===== src/rtl/quad_encoder_counter_if.sv =====
// Signal bundle between the encoder front end and its consumers (speed/PID loop, position readers).
// speed_valid is a one-cycle strobe with no back-pressure; speed_count/speed_sat hold until the next tick.
interface quad_encoder_counter_if #(
  parameter int CNT_W = 16,
  parameter int POS_W = 32
);
  logic                    enable;
  logic [1:0]              mode;
  logic                    invert_dir;
  logic                    ch_a;
  logic                    ch_b;
  logic                    tick;
  logic                    clr_pos;
  logic                    err_clr;
  logic signed [CNT_W-1:0] speed_count;
  logic                    speed_valid;
  logic                    speed_sat;
  logic signed [POS_W-1:0] position;
  logic                    dir;
  logic                    err_sticky;
  logic                    dbg_primed;

  modport master (
    output enable, mode, invert_dir, ch_a, ch_b, tick, clr_pos, err_clr,
    input  speed_count, speed_valid, speed_sat, position, dir, err_sticky, dbg_primed
  );

  modport slave (
    input  enable, mode, invert_dir, ch_a, ch_b, tick, clr_pos, err_clr,
    output speed_count, speed_valid, speed_sat, position, dir, err_sticky, dbg_primed
  );
endinterface


===== src/rtl/quad_encoder_counter.sv =====
// Quadrature encoder front end: synchroniser, per-channel glitch filter, x1/x2/x4 decode,
// saturating windowed speed count, wrapping position, direction and sticky error.
module quad_encoder_counter #(
  parameter int CNT_W       = 16,
  parameter int POS_W       = 32,
  parameter int SYNC_STAGES = 2,
  parameter int FILT_LEN    = 3
) (
  input logic                    clk,
  input logic                    rst_n,
  quad_encoder_counter_if.slave  bus
);

  typedef enum logic {
    ST_UNPRIMED = 1'b0,
    ST_TRACK    = 1'b1
  } prime_state_t;

  localparam int WARM = SYNC_STAGES + FILT_LEN;
  localparam int WW   = $clog2(WARM + 1);
  localparam logic [CNT_W-1:0] CNT_MAX = {1'b0, {(CNT_W-1){1'b1}}};
  localparam logic [CNT_W-1:0] CNT_MIN = {1'b1, {(CNT_W-1){1'b0}}};

  logic [SYNC_STAGES-1:0] sync_a, sync_b;
  logic [FILT_LEN-1:0]    hist_a, hist_b;
  logic                   filt_a, filt_b, vld_a, vld_b;
  logic [WW-1:0]          warm_cnt;
  logic                   warm_done, accept_a, accept_b;

  prime_state_t state, state_next;
  logic         prime_load;
  logic [1:0]   prev_idx, cur_idx, diff;
  logic         tracking, move_fwd, move_rev, illegal, gate, count_step, step_neg;

  logic [CNT_W-1:0] win, win_next, speed_count_q;
  logic             sat, sat_hit, speed_valid_q, speed_sat_q;
  logic [POS_W-1:0] pos;
  logic             dir_q, err_q;

  // Hold off acceptance until the filter history contains only post-reset samples.
  assign warm_done = (warm_cnt == WW'(WARM));
  assign accept_a  = warm_done && ((&hist_a) || !(|hist_a)) && (!vld_a || (hist_a[0] != filt_a));
  assign accept_b  = warm_done && ((&hist_b) || !(|hist_b)) && (!vld_b || (hist_b[0] != filt_b));

  always_ff @(posedge clk or negedge rst_n) begin
    if (!rst_n) begin
      sync_a   <= '0;
      sync_b   <= '0;
      hist_a   <= '0;
      hist_b   <= '0;
      filt_a   <= 1'b0;
      filt_b   <= 1'b0;
      vld_a    <= 1'b0;
      vld_b    <= 1'b0;
      warm_cnt <= '0;
    end else begin
      sync_a <= {sync_a[SYNC_STAGES-2:0], bus.ch_a};
      sync_b <= {sync_b[SYNC_STAGES-2:0], bus.ch_b};
      hist_a <= FILT_LEN'({hist_a, sync_a[SYNC_STAGES-1]});
      hist_b <= FILT_LEN'({hist_b, sync_b[SYNC_STAGES-1]});
      if (!warm_done) warm_cnt <= warm_cnt + WW'(1);
      if (accept_a) begin
        filt_a <= hist_a[0];
        vld_a  <= 1'b1;
      end
      if (accept_b) begin
        filt_b <= hist_b[0];
        vld_b  <= 1'b1;
      end
    end
  end

  // Gray position index: 00->0, 10->1, 11->2, 01->3, so forward is +1 mod 4.
  assign cur_idx  = {filt_b, filt_a ^ filt_b};
  assign diff     = cur_idx - prev_idx;
  assign tracking = (state == ST_TRACK);
  assign move_fwd = tracking && (diff == 2'd1);
  assign move_rev = tracking && (diff == 2'd3);
  assign illegal  = tracking && (diff == 2'd2);

  always_comb begin
    state_next = state;
    prime_load = 1'b0;
    case (state)
      ST_UNPRIMED: if (vld_a && vld_b) begin
        state_next = ST_TRACK;
        prime_load = 1'b1;
      end
      default: state_next = ST_TRACK;
    endcase
  end

  always_comb begin
    gate = 1'b1;
    if (!bus.mode[1]) begin
      if (bus.mode[0]) gate = (prev_idx[1] == cur_idx[1]);
      else             gate = !prev_idx[1] && !cur_idx[1];
    end
  end

  assign count_step = bus.enable && (move_fwd || move_rev) && gate;
  assign step_neg   = move_rev ^ bus.invert_dir;

  always_comb begin
    win_next = win;
    sat_hit  = 1'b0;
    if (count_step) begin
      if (!step_neg) begin
        if (win == CNT_MAX) sat_hit  = 1'b1;
        else                win_next = win + CNT_W'(1);
      end else begin
        if (win == CNT_MIN) sat_hit  = 1'b1;
        else                win_next = win - CNT_W'(1);
      end
    end
  end

  always_ff @(posedge clk or negedge rst_n) begin
    if (!rst_n) begin
      state         <= ST_UNPRIMED;
      prev_idx      <= 2'd0;
      win           <= '0;
      sat           <= 1'b0;
      speed_count_q <= '0;
      speed_valid_q <= 1'b0;
      speed_sat_q   <= 1'b0;
      pos           <= '0;
      dir_q         <= 1'b0;
      err_q         <= 1'b0;
    end else begin
      state <= state_next;
      if (prime_load || tracking) prev_idx <= cur_idx;
      if (bus.tick) begin
        speed_count_q <= win_next;
        speed_sat_q   <= sat | sat_hit;
        win           <= '0;
        sat           <= 1'b0;
      end else begin
        win <= win_next;
        sat <= sat | sat_hit;
      end
      speed_valid_q <= bus.tick;
      if (bus.clr_pos)     pos <= '0;
      else if (count_step) pos <= step_neg ? pos - POS_W'(1) : pos + POS_W'(1);
      if (count_step) dir_q <= step_neg;
      // Set has priority over clear so a coincident fault is never lost.
      if (illegal && bus.enable) err_q <= 1'b1;
      else if (bus.err_clr)      err_q <= 1'b0;
    end
  end

  assign bus.speed_count = speed_count_q;
  assign bus.speed_valid = speed_valid_q;
  assign bus.speed_sat   = speed_sat_q;
  assign bus.position    = pos;
  assign bus.dir         = dir_q;
  assign bus.err_sticky  = err_q;
  assign bus.dbg_primed  = tracking;

endmodule

===== src/flat_wrapper.sv =====
// flat-port wrapper written by rule: the top's interface ports become plain ports
module quad_encoder_counter_flat 
#(
  parameter int CNT_W       = 16,
  parameter int POS_W       = 32,
  parameter int SYNC_STAGES = 2,
  parameter int FILT_LEN    = 3
)
  (clk, rst_n, bus_enable, bus_mode, bus_invert_dir, bus_ch_a, bus_ch_b, bus_tick, bus_clr_pos, bus_err_clr, bus_speed_count, bus_speed_valid, bus_speed_sat, bus_position, bus_dir, bus_err_sticky, bus_dbg_primed);
  quad_encoder_counter_if #(.CNT_W(CNT_W), .POS_W(POS_W)) bus_i ();
  input logic clk;
  input logic rst_n;
  input wire logic [$bits(bus_i.enable)-1:0] bus_enable;
  input wire logic [$bits(bus_i.mode)-1:0] bus_mode;
  input wire logic [$bits(bus_i.invert_dir)-1:0] bus_invert_dir;
  input wire logic [$bits(bus_i.ch_a)-1:0] bus_ch_a;
  input wire logic [$bits(bus_i.ch_b)-1:0] bus_ch_b;
  input wire logic [$bits(bus_i.tick)-1:0] bus_tick;
  input wire logic [$bits(bus_i.clr_pos)-1:0] bus_clr_pos;
  input wire logic [$bits(bus_i.err_clr)-1:0] bus_err_clr;
  output wire logic [$bits(bus_i.speed_count)-1:0] bus_speed_count;
  output wire logic [$bits(bus_i.speed_valid)-1:0] bus_speed_valid;
  output wire logic [$bits(bus_i.speed_sat)-1:0] bus_speed_sat;
  output wire logic [$bits(bus_i.position)-1:0] bus_position;
  output wire logic [$bits(bus_i.dir)-1:0] bus_dir;
  output wire logic [$bits(bus_i.err_sticky)-1:0] bus_err_sticky;
  output wire logic [$bits(bus_i.dbg_primed)-1:0] bus_dbg_primed;
  assign bus_i.enable = bus_enable;
  assign bus_i.mode = bus_mode;
  assign bus_i.invert_dir = bus_invert_dir;
  assign bus_i.ch_a = bus_ch_a;
  assign bus_i.ch_b = bus_ch_b;
  assign bus_i.tick = bus_tick;
  assign bus_i.clr_pos = bus_clr_pos;
  assign bus_i.err_clr = bus_err_clr;
  assign bus_speed_count = bus_i.speed_count;
  assign bus_speed_valid = bus_i.speed_valid;
  assign bus_speed_sat = bus_i.speed_sat;
  assign bus_position = bus_i.position;
  assign bus_dir = bus_i.dir;
  assign bus_err_sticky = bus_i.err_sticky;
  assign bus_dbg_primed = bus_i.dbg_primed;
  quad_encoder_counter #(.CNT_W(CNT_W), .POS_W(POS_W), .SYNC_STAGES(SYNC_STAGES), .FILT_LEN(FILT_LEN)) u_core (.clk(clk), .rst_n(rst_n), .bus(bus_i));
endmodule

===== config.mk =====
export PLATFORM = sky130hd
export DESIGN_NAME = quad_encoder_counter_flat
export DESIGN_NICKNAME = d
export VERILOG_FILES = /design/src/rtl/quad_encoder_counter_if.sv /design/src/rtl/quad_encoder_counter.sv /design/src/flat_wrapper.sv
export SDC_FILE = /design/constraint.sdc
export NUM_CORES = 1
export LEC_CHECK = 0
export BUFFER_PORTS_ARGS = -buffer_cell sky130_fd_sc_hd__buf_2
export CORE_ASPECT_RATIO = 2
export CORE_MARGIN = 4
export CORE_UTILIZATION = 55
export CTS_CLUSTER_DIAMETER = 200
export DETAILED_ROUTE_END_ITERATION = 6
export PLACE_DENSITY = 0.75
export SETUP_SLACK_MARGIN = 0.05
export SLEW_MARGIN = 20
export SYNTH_ARGS = -nofsm -noshare
export SYNTH_HDL_FRONTEND = slang
export SYNTH_SLANG_ARGS = --single-unit

===== constraint.sdc =====
create_clock -name clk -period 4.7 [get_ports clk]
set_input_delay 0 -clock clk [delete_from_list [all_inputs] [get_ports clk]]
set_output_delay 0 -clock clk [all_outputs]
set_load 0.1 [all_outputs]

==> impl_metrics.tcl, run 1 <==
set metrics [dict create \
    ys_warn_count 0 \
    hold_class "in -> async" \
    p_leak_nw 3.036 \
    drive_above_1_share 0.1530 \
    path_max_fanout 32 \
    cts_tree "built" \
    synth-seq-cells 89 \
    syn_nets 694 \
    power_density_nw_per_um2 688.6 \
    drv_slew 0 \
    fill_cells 876 \
    die_area_um2 12060 \
    cp-start-kind "flop" \
    htreeDepth 3 \
    cp_cell_sequence "xnor2_1 > ha_1 > nand2b_1 > or3_1 > and2_2 > clkinv_8 > ha_1 > a21oi_1 > o21ai_0 > a211oi_1 > a211oi_1 > o31a_1 > or3_1 > nand3_1 > a21oi_1" \
    die_w_um 79.68 \
    grt_use_met1 0.2679 \
    cp-endpoint "u_core.bus.position[23]" \
    syn_area_um2 5652 \
    yosys.area.top_type "dfrtp_1" \
    multi_input_area_um2 3256 \
    max_freq_mhz 231.8 \
    start_util 0.5604 \
    synth_area_leaders "dfrtp_1, ha_1, a21oi_1" \
    nNetsFinal 757 \
    track_usage 0.2532 \
    fin_cells 841 \
    clk_latency_ns 0.35 \
    rsz0062_at_grt "no" \
    syn_avg_cell_area_um2 8.858 \
    io-pin-count 64 \
    tightest_slew_ns 0.9676 \
    power_mw 4.442 \
    cp.required_ns 4.90 \
    rows 52 \
    fin_crit_sh 0.9181 \
    crit_path_start "u_core.filt_b" \
    async_flop_share 1.000 \
    ant_nets 0 \
    rr_endpoint "u_core.bus.position[23]" \
    numCtsBuffers 9 \
    port_buffers 63 \
    synth.distinct_cells 67 \
    cp_slowest_cell "a211oi_1" \
    crit_type "reg -> reg" \
    mostFrequentLayoutCells "dfrtp_1, a21oi_1, nor2_1, nand2_1, buf_2" \
    vias 4900 \
    syn_inst 638 \
    first_global_vias 5097 \
    synth_edf_count 0 \
    coreArea_um2 10080 \
    maxCapViolCount 0 \
    r2r-start "u_core.filt_b" \
    reg2reg_slack_ns 0.39 \
    critPathMaxStageDelay_ns 0.52 \
    grt_max_degree 77 \
    first_pass_iters 4 \
    post-place-cells 820 \
    gr-usage-met2 0.4703 \
    regArea_um2 2227 \
    grt_busiest_layer "met2" \
    period_needed_ns 4.315 \
    hold_ws_ns 0.02583 \
    finClkSkew_ns 0.01023 \
    grt_overflow_total 0 \
    drtIter0Drc 201 \
    critPathArrivalTime_ns 4.52 \
    antenna_found_initial 0 \
    area_delta_synth_final_pct 14.15 \
    ys.flop_type "dfrtp_1" \
    viasPerCell 5.826 \
    final_common_cell "dfrtp_1" \
    ff2ff_path_depth 15 \
    slew-limit-headroom 0.3550 \
    fin_area_um2 6451 \
    ys_seq_area_frac 0.3941 \
    drc 0 \
    clock-sinks 89 \
    setup_tns_ns 0 \
    status "finished, final reports clean" \
    dp_hpwl_um 10410 \
    clkTransAtPathRegs_ns 0.07 \
    antenna_cells 0 \
    place.gp.congestion 0.9278 \
    peakVddDrop_uv 415.5 \
    die_h_um 151.4 \
    wl_per_cell_um 16.95 \
    cts_setup_buffers 0 \
    yosys.area.top_type_share 0.3941 \
    grt_pass1_wl_um 23980 \
    cts_max_path_buffers 2 \
    grt_use_met3 0.03810 \
    cts_root_buf "clkbuf_16" \
    setup_viol 0 \
    finalWirelength_um 14250 \
    timing_hold_violations_final 0 \
    cp-end-kind "flop" \
    place_area_um2 6093 \
]
## critical path: cells and delay by family (launching register included)
kind | cells | cell delay (ns)
flops | 1 | 0.41
xor+xnor | 1 | 0.23
buf+inv | 1 | 0.17
simple gates | 5 | 1.26
fa+ha+maj | 2 | 0.61
compound gates | 6 | 1.49
## layer usage
layer,up-vias,part of all wire
li1,2411,-
met5,-,0
met3,45,0.032
met2,116,0.55
met4,0,0.046
met1,2328,0.38
## flip-flops by register name, indices dropped and copies added, names as in the netlist, 2 cells and up
register	cells
u_core.bus.speed_count	16
u_core.warm_cnt	3
u_core.bus.position	32
u_core.hist_b	3
u_core.win	16
u_core.hist_a	3
u_core.sync_a	2
u_core.sync_b	2
u_core.prev_idx	2
## final cells by class
cell class / count / area share
repair buffers: 74 / 0.06400
well taps: 135 / 0.02618
clock buffers: 9 / 0.03491
flip-flops and latches: 89 / 0.3452
inverters: 20 / 0.01358
multi-input cells: 507 / 0.5047
clock inverters: 7 / 0.01144
## kinds of logic (layout without fill, tap and decap cells)
family | Yosys count | count (layout) | share of synthesized area
AO/OA/AOI/OAI | 180 | 180 | 0.1957
multiplexers | 10 | 10 | 0.01815
adder cells (fa/ha/maj) | 45 | 45 | 0.1010
buffers and inverters | 42 | 110 | 0.03343
flip-flops | 89 | 89 | 0.3941
XOR/XNOR | 36 | 36 | 0.05579
AND/OR/NAND/NOR | 236 | 236 | 0.2019
## through the flow
step / setup WS [ns] / util
2_1_floorplan: 0.6129 / -
3_3_place_gp: 0.3515 / 0.6042
3_5_place_dp: 0.2399 / 0.6042
4_1_cts: 0.2011 / 0.6388
5_1_grt: 0.09269 / 0.6397
6_report: 0.3852 / 0.6397
## report_power, final
part	leakage, nW	switching, mW	total [mW]	internal (mW)
logic	1.75	1.90	2.64	0.746
clock network	0.140	0.344	0.720	0.375
registers	1.14	0.155	1.08	0.923
total	3.04	2.40	4.44	2.04
## how the worst min path moves through the flow
| stage | slack [ns] | to | startpoint | cells after the start |
|---|---|---|---|---|
| CTS | 0.02 | u_core.vld_b | rst_n | 2 |
| global route | 0.05 | u_core.vld_a | rst_n | 2 |
| finish | 0.03 | u_core.hist_a[2] | rst_n | 2 |
| detailed placement | -0.15 | u_core.hist_b[1] | rst_n | 1 |
| global placement | -0.15 | u_core.vld_b | rst_n | 1 |
| floorplan | -0.30 | u_core.bus.dbg_primed | rst_n | 0 |
## Yosys cell counts, drive strengths merged, types with 3 or more instances
cell type  count
o21bai         3
nor2          72
clkbuf        14
dfrtp         89
and3           9
a21o           7
nand3         22
nor4           6
nand4          6
xnor2         21
ha            44
mux2i          8
a21boi         5
xor2          15
nor2b          4
or2            4
nand2b         3
nor3          15
o211ai         3
o22ai          5
a21oi         75
or3           10
o31a           4
nand2         72
and2           3
buf            8
o21ai         39
o31ai          3
inv           19
o21a           6
a211oi         8
nand3b         7
## repair_timing
action	in CTS	in global routing
endpoints found under the hold margin	16	0
endpoints found under the setup margin	0	8
gates resized for setup	0	2
hold buffers	5	0
(Power assumes the default switching activity.)
==> run 2, diff against run 1 <==
==> constraint.sdc (replaced) <==
create_clock -name clk -period 4.7 [get_ports clk]
set_input_delay 0.94 -clock clk [delete_from_list [all_inputs] [get_ports clk]]
set_output_delay 0.94 -clock clk [all_outputs]
set_load 0.1 [all_outputs]
==> run 2 against run 1 <==
Power is 1.1% lower. Worst setup slack improved by 0.056 ns. Final area is 1.2% lower. Non-clock buffer count shrank 6. Global-route usage shrank 0.12 points. Via count rose by 0.53%. Register-to-register slack better by 0.06 ns. Wire length barely moved. Largest cell class unchanged. Hold slack improved by 0.32 ns. Sequential share of layout area increased by 0.42 points. Core utilization decreased by 0.77 points.
==> impl_metrics.tcl, run 2 (synthesis gave the netlist of run 1 again) <==
set metrics [dict create \
    wl_per_cell_um 17.07 \
    drv_slew 0 \
    tightest_slew_ns 0.8249 \
    place_area_um2 6086 \
    final_common_cell "dfrtp_1" \
    rows 52 \
    post-route-util 0.6320 \
    path_max_fanout 34 \
    pwr-share-clk 0.156 \
    cp_cell_sequence "xnor2_1 > ha_1 > nand2b_1 > o21ai_1 > and2_2 > clkinv_8 > ha_1 > nand2_1 > o21ai_0 > o21ai_1 > a211oi_1 > o211ai_1 > a221oi_1 > a311oi_1" \
    die_w_um 79.68 \
    cts_setup_buffers 0 \
    rsz0062_at_grt "no" \
    swShare 0.5366 \
    nNetsFinal 751 \
    ctsHoldBuffers 0 \
    cp-end-kind "flop" \
    area_delta_synth_final_pct 12.77 \
    worstHoldEndpoint "u_core.hist_a[0]" \
    drtIter0Drc 216 \
    peakVddDrop_uv 349.1 \
    p_sw_mw 2.357 \
    clock-sinks 89 \
    hold_class "reg -> reg" \
    port_buffers 63 \
    drive_above_1_share 0.1514 \
    first_global_vias 5144 \
    worstHoldPathCells 0 \
    power_density_nw_per_um2 689.3 \
    pre_cts_ws_ns 0.1637 \
    fin_cells 835 \
    crit_path_start "u_core.filt_b" \
    largest_register_ff_count 32 \
    setup_viol 0 \
    start_util 0.5604 \
    numCtsBuffers 9 \
    clkTransAtPathRegs_ns 0.07 \
    place.gp.congestion 0.9438 \
    hold_ws_ns 0.3506 \
    critPathArrivalTime_ns 4.45 \
    dp_hpwl_um 10480 \
    cts_max_path_buffers 2 \
    cp.required_ns 4.89 \
    die_h_um 151.4 \
    fin_crit_sh 0.9062 \
    fin_area_um2 6374 \
    setup_tns_ns 0 \
    slew-limit-headroom 0.4501 \
    mostFrequentLayoutCells "dfrtp_1, a21oi_1, nor2_1, nand2_1, buf_2" \
    timing_hold_violations_final 0 \
    p_leak_nw 2.998 \
    vias 4926 \
    crit_type "reg -> reg" \
    post_cts_resized 0 \
    period_needed_ns 4.259 \
    first_pass_iters 6 \
    antenna_found_initial 0 \
    p_comb_frac 0.598 \
    cts_root_buf "clkbuf_16" \
    r2r-start "u_core.filt_b" \
    cp_slowest_cell "o21ai_0" \
    ff2ff_path_depth 14 \
    antenna_cells 0 \
    critPathMaxStageDelay_ns 0.49 \
    cp-start-kind "flop" \
    track_usage 0.2520 \
    seq_power_share 0.246 \
    reg2reg_slack_ns 0.44 \
    min-delay-start "u_core.sync_a[1]" \
    grt_max_degree 62 \
    viasPerCell 5.899 \
    clk_latency_ns 0.34 \
    power_mw 4.393 \
    post-place-cells 819 \
    finalWirelength_um 14250 \
    grt_overflow_total 0 \
    status "finished, final reports clean" \
    cts_tree "built" \
    htreeDepth 3 \
    io-pin-count 64 \
    internal_power_mw 2.036 \
    die_area_um2 12060 \
    grt_pass1_wl_um 23890 \
    finClkSkew_ns 0.005711 \
    ant_nets 0 \
    maxCapViolCount 0 \
    drc 0 \
    rr_endpoint "u_core.bus.position[30]" \
    max_freq_mhz 234.8 \
    layout_setup_ws_ns 0.4410 \
    coreArea_um2 10080 \
]
run 2: power by group through the flow:
| stage | Clock [mW] | Sequential [mW] | Combinational (mW) |
|---|---|---|---|
| final | 0.686 | 1.08 | 2.63 |
| after global routing | 0.737 | 1.10 | 2.84 |
| after CTS | 0.706 | 1.08 | 2.62 |
| after detailed placement | 0 | 1.09 | 2.61 |
| after global placement | 0 | 1.09 | 2.57 |
| after floorplan | 0 | 1.92 | 1.30 |
run 2: worst max path at each step:
stage / end / cells after the start
floorplan: u_core.bus.position[31] / 16
global placement: u_core.bus.position[31] / 15
detailed placement: u_core.bus.position[31] / 15
CTS: u_core.bus.position[31] / 15
global route: u_core.bus.position[30] / 14
finish: u_core.bus.position[30] / 14
run 2: critical path, delay by kind of cell (launching register included):
family	cells	cell delay (ns)
compound gates	7	1.97
simple gates	3	0.59
buf+inv	1	0.22
fa+ha+maj	2	0.71
xor+xnor	1	0.22
flops	1	0.40
run 2: final cells by class:
| type | count | area, µm² |
|---|---|---|
| fillers | 872 | 3711 |
| multi-input cells | 507 | 3253 |
| flip-flops and latches | 89 | 2227 |
| repair buffers | 68 | 355.3 |
| clock buffers | 11 | 242.7 |
| well taps | 135 | 168.9 |
| inverters | 20 | 87.58 |
| clock inverters | 5 | 38.79 |
run 2: layer usage:
layer,part of all wire,up-vias,wire length (µm),track usage
met4,0.036,0,511,0.1317
met2,0.56,109,8026,0.4841
li1,-,2396,-,-
met1,0.37,2378,5276,0.2550
met5,0,-,0,0
met3,0.031,43,435,0.03393
==> run 3, diff against run 2 <==
Settings changed: CORE_ASPECT_RATIO 2 to 1.2, CTS_BUF_LIST from default to sky130_fd_sc_hd__clkbuf_4, REMOVE_ABC_BUFFERS from default to 1.
==> run 3 against run 2 <==
Sequential cell count unchanged. Final area fell by 2.4%. Combinational power down 2%. Non-clock buffer count shrank 2. Hold slack improved by 0.014 ns. Via count is 1.7% lower. Worst setup slack worse by 0.012 ns. Sequential power about the same. Sequential share of layout area rose by 0.87 points. Critical path type unchanged.
==> impl_metrics.tcl, run 3 (synthesis gave the netlist of run 1 again) <==
set metrics [dict create \
    period_needed_ns 4.271 \
    ant_nets 0 \
    p_leak_nw 2.936 \
    viasPerCell 5.877 \
    vias 4843 \
    die_area_um2 11970 \
    port_buffers 63 \
    slew-limit-headroom 0.4493 \
    antenna_found_initial 0 \
    cp_cell_sequence "xnor2_1 > ha_1 > nand2b_1 > or3_1 > and2_2 > clkinv_8 > ha_1 > a21oi_1 > o21ai_0 > a211oi_1 > a211oi_1 > nor3_1 > a31oi_1 > mux2i_1 > mux2_1" \
    antenna_cells 0 \
    clkTransAtPathRegs_ns 0.14 \
    cp.required_ns 5.06 \
    wl_per_cell_um 15.50 \
    drv_slew 0 \
    numCtsBuffers 9 \
    finalWirelength_um 12770 \
    fin_crit_sh 0.9088 \
    area_delta_synth_final_pct 10.03 \
    r2r-start "u_core.filt_b" \
    cts_max_path_buffers 2 \
    die_h_um 119.0 \
    crit_buf_inv 1 \
    largest_register_ff_count 32 \
    rsz0062_at_grt "no" \
    power_density_nw_per_um2 667.5 \
    setup_tns_ns 0 \
    wl_met3_um 604 \
    place_area_um2 6052 \
    nNetsFinal 749 \
    cp-start-kind "flop" \
    clk_latency_ns 0.46 \
    dp_hpwl_um 8984 \
    place.gp.congestion 0.8687 \
    timing_hold_violations_final 0 \
    routed-wl-met2_um 6347 \
    critPathMaxStageDelay_ns 0.43 \
    crit_family "simple AND/OR/NAND/NOR gates" \
    htreeDepth 3 \
    grt_pass1_wl_um 22070 \
    finClkSkew_ns 0.01094 \
    grt_max_degree 90 \
    first_global_vias 4842 \
    mostFrequentLayoutCells "dfrtp_1, a21oi_1, nor2_1, nand2_1, buf_2" \
    cts_tree "built" \
    setup_viol 0 \
    peakVddDrop_uv 352.2 \
    post_cts_resized 0 \
    fin_area_um2 6218 \
    critPathArrivalTime_ns 4.63 \
    cp_slowest_cell "dfrtp_1" \
    drc 0 \
    cts_setup_buffers 0 \
    io-pin-count 64 \
    cts_root_buf "clkbuf_4" \
    track_usage 0.2238 \
    drive_above_1_share 0.1476 \
    met1_length_um 5566 \
    rows 40 \
    crit_type "reg -> reg" \
    max_freq_mhz 234.1 \
    status "finished, final reports clean" \
    min-delay-start "u_core.sync_b[0]" \
    ctsHoldBuffers 0 \
    path_max_fanout 53 \
    hold_class "reg -> reg" \
    drtIter0Drc 225 \
    start_util 0.5646 \
    clock-sinks 89 \
    crit_path_start "u_core.filt_b" \
    final_common_cell "dfrtp_1" \
    die_w_um 100.5 \
    top_layer_used "met4" \
    coreArea_um2 10010 \
    first_pass_iters 4 \
    tightest_slew_ns 0.8260 \
    cp-end-kind "flop" \
    maxCapViolCount 0 \
    grt_overflow_total 0 \
]
-- run 3: final timing paths --
check                                           to  slack (ns)  cells after the start
min reg2reg                       u_core.sync_b[1]        0.36                      0
max                        u_core.bus.position[31]        0.43                     15
min                               u_core.sync_b[1]        0.36                      0
min in group asynchronous             u_core.vld_a        0.52                      1
max in group asynchronous  u_core.bus.position[15]        3.64                      1
max reg2reg                u_core.bus.position[31]        0.43                     15
-- run 3: per-layer routing --
metal / GRT usage / up-vias
met2: 0.3827 / 112
met1: 0.2813 / 2317
met5: 0 / -
met4: 0.07245 / 0
met3: 0.04452 / 16
li1: - / 2398
-- run 3: per-stage QoR --
step / instances / power [mW] / setup slack [ns] / util / hold WS (ns)
finish: 824 / 4.151 / 0.4286 / 0.6213 / 0.3649
global route: 824 / 4.437 / 0.07285 / 0.6213 / 0.3815
CTS: 824 / 4.160 / 0.2597 / 0.6208 / 0.3638
detailed placement: 808 / 3.657 / 0.2915 / 0.6046 / 0.3355
global placement: 808 / 3.595 / 0.4484 / 0.6046 / 0.3332
floorplan: 616 / 3.176 / 0.7261 / - / 0.3312
-- run 3: layout make-up --
type                       instances  area, µm²
fill                             888       3791
multi-input combinational        507       3241
sequential                        89       2227
timing repair buffer              66      344.1
tap                              126      157.7
clock inverter                     7      93.84
inverter                          20      87.58
clock buffer                       9      67.56
-- run 3: where the power goes --
part | total (mW) | internal, mW | switching, mW
Combinational | 2.58 | 0.727 | 1.85
Sequential | 1.08 | 0.921 | 0.156
Clock | 0.493 | 0.216 | 0.277
